File: src/rtl/cdt_link_pkg.sv
// Shared definitions for the CDT serial link: word width, default sync
// pattern and the aligner's two-state FSM encoding.
package cdt_link_pkg;

   localparam int WORD_W = 16;

   // Default frame sync pattern, MSB received first.
   localparam logic [WORD_W-1:0] SYNC_WORD_DEF = 16'hAAAA;

   typedef enum logic {
      HUNT   = 1'b0,
      LOCKED = 1'b1
   } state_t;

endpackage

File: src/rtl/serial_word_aligner.sv
// serial_word_aligner
//   Deserialises the 1-bit CDT link into 16-bit words whose boundary is locked
//   to SYNC_WORD. Hunts bit by bit for the sync pattern, then emits one word
//   every 16 valid bits and re-checks sync at every frame start. MISS_MAX
//   consecutive frame-start misses drop it back to hunting.
//
// Ports
//   clk      in   1   system clock, rising edge
//   rst      in   1   asynchronous active-low reset
//   sin      in   1   serial data, MSB of each word first
//   sin_vld  in   1   sin valid this cycle (invalid cycles are ignored)
//   out      out  16  aligned word, held between updates
//   out_vld  out  1   one-cycle strobe, out updated
//   locked   out  1   high while in LOCKED
//   sof      out  1   with out_vld: out is a matching frame-start sync word
//   err_cnt  out  8   saturating sync-miss count
//
// Configuration
//   SYNC_ERR_CNT_EN  defined: err_cnt counts frame-start sync misses
//                    (saturating at 8'hFF, cleared only by reset).
//                    undefined: err_cnt tied to zero.
module serial_word_aligner
   import cdt_link_pkg::*;
#(
   parameter logic [WORD_W-1:0] SYNC_WORD = SYNC_WORD_DEF,
   parameter int                FRAME_LEN = 19,
   parameter int                MISS_MAX  = 3
) (
   input  logic              clk,
   input  logic              rst,
   input  logic              sin,
   input  logic              sin_vld,
   output logic [WORD_W-1:0] out,
   output logic              out_vld,
   output logic              locked,
   output logic              sof,
   output logic [7:0]        err_cnt
);

   localparam int IDX_W = $clog2(FRAME_LEN);

   state_t            state;
   logic [WORD_W-1:0] sr;
   logic [WORD_W-1:0] sr_next;
   logic [3:0]        bit_cnt;
   logic [IDX_W-1:0]  word_idx;
   logic [2:0]        miss_cnt;
   logic              sync_hit;
   logic              frame_start;

   // All comparisons look at the register value including this cycle's bit.
   assign sr_next     = {sr[WORD_W-2:0], sin};
   assign sync_hit    = (sr_next == SYNC_WORD);
   assign frame_start = (word_idx == '0);
   assign locked      = (state == LOCKED);

   always_ff @(posedge clk or negedge rst) begin
      if (!rst) begin
         state    <= HUNT;
         sr       <= '0;
         bit_cnt  <= '0;
         word_idx <= '0;
         miss_cnt <= '0;
         out      <= '0;
         out_vld  <= 1'b0;
         sof      <= 1'b0;
      end else begin
         out_vld <= 1'b0;
         sof     <= 1'b0;
         if (sin_vld) begin
            sr <= sr_next;
            if (state == HUNT) begin
               // First full match wins; the link idles at 0 before a frame, so
               // the 2-bit self-similarity of the pattern cannot lock early.
               if (sync_hit) begin
                  out      <= sr_next;
                  out_vld  <= 1'b1;
                  sof      <= 1'b1;
                  bit_cnt  <= '0;
                  word_idx <= IDX_W'(1);
                  miss_cnt <= '0;
                  state    <= LOCKED;
               end
            end else if (bit_cnt == 4'd15) begin
               out      <= sr_next;
               out_vld  <= 1'b1;
               bit_cnt  <= '0;
               word_idx <= (word_idx == IDX_W'(FRAME_LEN - 1)) ? '0 : word_idx + IDX_W'(1);
               // Only the frame-start word is checked; payload equal to the
               // sync pattern is ordinary data.
               if (frame_start) begin
                  if (sync_hit) begin
                     sof      <= 1'b1;
                     miss_cnt <= '0;
                  end else begin
                     miss_cnt <= miss_cnt + 3'd1;
                     if (miss_cnt == 3'(MISS_MAX - 1))
                        state <= HUNT;
                  end
               end
            end else begin
               bit_cnt <= bit_cnt + 4'd1;
            end
         end
      end
   end

`ifdef SYNC_ERR_CNT_EN
   logic       miss;
   logic [7:0] err_q;

   assign miss = sin_vld && (state == LOCKED) && (bit_cnt == 4'd15) && frame_start && !sync_hit;

   always_ff @(posedge clk or negedge rst) begin
      if (!rst)
         err_q <= '0;
      else if (miss && (err_q != 8'hFF))
         err_q <= err_q + 8'd1;
   end

   assign err_cnt = err_q;
`else
   assign err_cnt = 8'h00;
`endif

endmodule

File: config.mk
export PLATFORM = sky130hd
export DESIGN_NAME = serial_word_aligner
export DESIGN_NICKNAME = d
export VERILOG_FILES = /design/src/rtl/cdt_link_pkg.sv /design/src/rtl/serial_word_aligner.sv
export SDC_FILE = /design/constraint.sdc
export NUM_CORES = 1
export LEC_CHECK = 0
export CAP_MARGIN = 20
export CORE_MARGIN = 2
export CORE_UTILIZATION = 45
export DETAILED_ROUTE_END_ITERATION = 10
export PLACE_DENSITY = 0.65
export SYNTH_ARGS = -nofsm -noshare
export SYNTH_HDL_FRONTEND = slang
export SYNTH_SLANG_ARGS = --single-unit
export TNS_END_PERCENT = 10
File: constraint.sdc
create_clock -name clk -period 3.1 [get_ports clk]
set_input_delay 0.775 -clock clk [delete_from_list [all_inputs] [get_ports clk]]
set_output_delay 0.775 -clock clk [all_outputs]
set_load 0.01 [all_outputs]
# Word-level counts from Yosys, hierarchy flattened
# Index checks and enable logic that the tools add are counted.
# word_totals
register_bits	46
input_bits	4
output_inout_bits	27
elab_cells	50
# classes
addsub	3
eq_ne	6
mux	28
reduce_logical	5
# ops
op	count
two-way mux 16 bit	3
two-way mux 5 bit	4
equality test 16 bit, second input constant	1
two-way mux 3 bit	5
two-way mux 1 bit	13
two-way mux 4 bit	3
adder 5 x 1 -> 5 bit, second input constant	1
equality test 5 bit, second input constant	1
zero test 5 bit	1
adder 4 x 1 -> 4 bit, second input constant	1
equality test 4 bit, second input constant	1
inequality test 2 x 1 -> 1 bit, second input constant	2
AND reduction 4 bit	1
adder 3 x 1 -> 3 bit, second input constant	1
equality test 3 x 2 -> 1 bit, second input constant	1
AND reduction 3 bit	1
AND reduction 2 bit	1
nonzero test 2 bit	1

# Depth between registers and ports, before layout
# depth
ltp_word	6
ltp_mapped	7
mapped_depth_nobuf	5

# Least setup slack after synthesis
# OpenSTA, ideal clock, no wires.
# synth_timing
path_kind	input-to-reg
start	input port sin
end	register out[10]
setup_ns	0.125
arrival_time_ns	1.997
required_ns	2.975
setup_slack_ns	0.978
stages	5
n_path_buf	1
cell_sequence	nor4b_2 -> nand4_2 -> o21ai_4 -> buf_12 -> mux2_4
# synth_between
elab_chain_cells	3
# synth_rtl
item	line	rtl
start, declared	serial_word_aligner.sv:31	input logic sin,
equality test 16 bit	serial_word_aligner.sv:53	assign sync_hit = (sr_next == SYNC_WORD);
nonzero test 2 bit (no line)	-	
AND reduction 3 bit (no line)	-	
end signal, assigned	serial_word_aligner.sv:76	out <= sr_next;
end signal, assigned	serial_word_aligner.sv:85	out <= sr_next;
end, declared	serial_word_aligner.sv:33	output logic [WORD_W-1:0] out,
# No other way between the ends.
# A chain may end at the register's enable or synchronous reset.

# Final worst setup path
# layout_timing
start	register state (netlist: locked)
end	output port locked
# layout_rtl
item	line	rtl
start, declared	serial_word_aligner.sv:42	state_t state;
start signal, assigned	serial_word_aligner.sv:59	state <= HUNT;
start signal, assigned	serial_word_aligner.sv:82	state <= LOCKED;
start signal, assigned	serial_word_aligner.sv:98	state <= HUNT;
end, declared	serial_word_aligner.sv:35	output logic locked,
# No word-level cell between the ends.

==> reports/qor.yml <==
p_leak_nw: 1.17
cts_setup_buffers: 0
grt_max_degree: 47
grt_pass1_wl_um: 6540
routedWlPerCell_um: 15.1
gp_congestion: 0.803
fp-row-count: 25
pwr-share-clk_pct: 29.8
worst_pin_slew_ns: 0.548
drv_slew: 0
fin_tns_setup_ns: 0
max-vdd-ir-drop_mv: 0.248
cts.sinks: 46
die_w_um: 73.3
clk_pin_slew_ns: 0.08
cp.required_ns: 2.32
finalSetupViolCount: 0
grt_pass1_vias: 1352
syn_inst: 168
fin_area_um2: 2510
timing.rr.start: "bit_cnt[0]"
p_switching_mw: 0.313
critPathSlowestCell: "dfrtp_1"
outcome: "completed"
worstSetupEndpointType: "output pin"
critical_path.startpoint: "locked"
cp-start-kind: "register"
fin_crit_ns: 2.40
design.core.area_um2: 4660
cp_data_arrival_time_ns: 1.63
regToRegSetupSlack_ns: 1.13
synth.yosys.seq_area_share_pct: 53.3
cp_num_buf_inv: 1
hold_viol_final: 0
ff2ff_path_depth: 6
h-tree-depth: 2
crit_path_end: "locked"
gr-total-overflow: 0
period_share_pct: 77.4
pwr-share-comb_pct: 10.3
dr.pass1.iters: 4
internal_power_mw: 0.933
io_buffers: 22
crit_cells: 1
cts_tree: "done"
hold_class: "in -> async"
areaGrowthSynthToFinish_pct: 16.2
drt_iter0_drc: 58
num_antenna_cells: 0
routed_via_density: 5.61
drc: 0
cts-root-buf: "clkbuf_8"
drive_gt1_share_pct: 27.7
path_cells: "clkdlybuf4s50_1"
start_util_pct: 46.4
fin_skew_ns: 0.00252
crit_path_max_incr_delay_ns: 0.69
dieHeight_um: 73.3
antenna_found_initial: 0
ys_types: 43
cp_top_family: "flip-flops"
path_max_fanout: 18
ios: 31
vias: 1397
power_density_nw_per_um2: 496
crit_type: "reg -> out"
clockBufferDepth: 2
timing.rr.end: "out[14]"
pre_cts_ws_ns: 0.492
clk_latency_ns: 0.29
grt_setup_unrepaired: "false"
finalWirelength_um: 3770
synth_edf_count: 0
place_area_um2: 2400
netlist_area_um2: 2160
syn_avg_cell_area_um2: 12.9
ys.flop_type: "dfrtp_1"
max-cap-violations: 0
numCtsBuffers: 5
yosys_warnings: 0
nets: 204
seq_power_share_pct: 59.9
place_hpwl_um: 2720
fin_ws_ns: 0.700
grt_usage_pct: 15.8
dieArea_um2: 5370
ant_nets: 0
ys_ff_latch: 46
ctsResizeCount: 0
max_freq_mhz: 417
max_slew_margin_pct: 63.5
hold_buffers: 0
async_reset_ff_share_pct: 100
p_sw_share_pct: 25.1
-- logic make-up after synthesis --
logic type               count (synthesis)  share of synthesized area (%)
AO/OA/AOI/OAI                           23                           8.45
flip-flops                              46                           53.3
adder cells (fa/ha/maj)                  6                           3.47
AND/OR/NAND/NOR                         37                           10.6
other                                    1                          0.174
buffers and inverters                   23                           6.20
multiplexers                            32                           17.8
-- cells in the final DEF, fill, tap and decap left out, types with 3 or more instances in the layout --
cell type	synthesis	layout
nand4_1	3	3
conb_1	1	8
nand2_1	8	8
nor2_1	4	4
mux2_4	7	7
ha_1	6	6
clkbuf_8	0	6
dfrtp_1	46	46
buf_4	8	4
nand3_1	5	5
clkdlybuf4s50_1	0	21
and3_1	3	3
mux2_2	24	24
inv_1	8	8
a22o_1	3	3
-- state kept, by name, summed over array words and instances (netlist names) --
name,flops
word_idx,5
locked,1
out,16
sr,15
bit_cnt,4
sof,1
miss_cnt,3
out_vld,1
-- per-stage QoR --
stage / hold slack (ns) / power [mW] / cells / util [%]
floorplan: 0.479 / 0.839 / 175 / -
global placement: 0.495 / 0.879 / 240 / 51.4
detailed placement: 0.495 / 0.887 / 240 / 51.4
CTS: 0.515 / 1.26 / 248 / 53.4
global route: 0.269 / 1.32 / 249 / 53.9
finish: 0.282 / 1.25 / 249 / 53.9
-- worst min-delay path by stage --
stage	startpoint	slack (ns)	cells past startpoint	to
3_3_place_gp	out[14]	0.49	1	out[14]
6_report	rst	0.28	1	sof
4_1_cts	out[13]	0.51	1	out[13]
2_1_floorplan	rst	0.48	0	bit_cnt[0]
3_5_place_dp	out[13]	0.50	1	out[13]
5_1_grt	rst	0.27	1	miss_cnt[2]
-- synth_stat cells, types with 2 or more instances --
cell type / instances / area, um^2
nand4_1: 3 / 18.8
a31o_2: 2 / 17.5
buf_4: 8 / 60.1
a22o_1: 3 / 26.3
o211ai_1: 2 / 15.0
nand3_1: 5 / 25.0
o31ai_1: 2 / 15.0
dfrtp_1: 46 / 1150
and3_1: 3 / 18.8
mux2_4: 7 / 105
o22ai_1: 2 / 12.5
nand2b_1: 2 / 12.5
ha_1: 6 / 75.1
inv_1: 8 / 30.0
nand2_1: 8 / 30.0
o21ai_0: 2 / 10.0
nor2_1: 4 / 15.0
nor3_1: 2 / 10.0
and4bb_2: 2 / 25.0
mux2_2: 24 / 270
clkbuf_1: 5 / 18.8
-- routing by layer --
layer	global-route usage, %	routed length (um)	vias to the layer above
met1	21.1	1660	702
met2	25.3	1870	44
met3	4.12	182	8
met5	0	0	-
li1	-	-	643
met4	5.25	58	0
-- power by group through the flow --
stage / registers [mW] / clock network, mW / logic, mW
final: 0.747 / 0.371 / 0.128
after global routing: 0.762 / 0.413 / 0.143
after CTS: 0.747 / 0.387 / 0.127
after floorplan: 0.731 / 0 / 0.108
after global placement: 0.756 / 0 / 0.124
after detailed placement: 0.760 / 0 / 0.127
-- area by class of cell --
type	instances	area, um^2
Timing Repair Buffer	27	265
Sequential cell	46	1150
Inverter	8	30.0
Fill cell	376	2150
Clock inverter	2	12.5
Tap cell	54	67.6
Clock buffer	6	82.6
Multi-Input combinational cell	106	902
(Power assumes the default switching activity.)
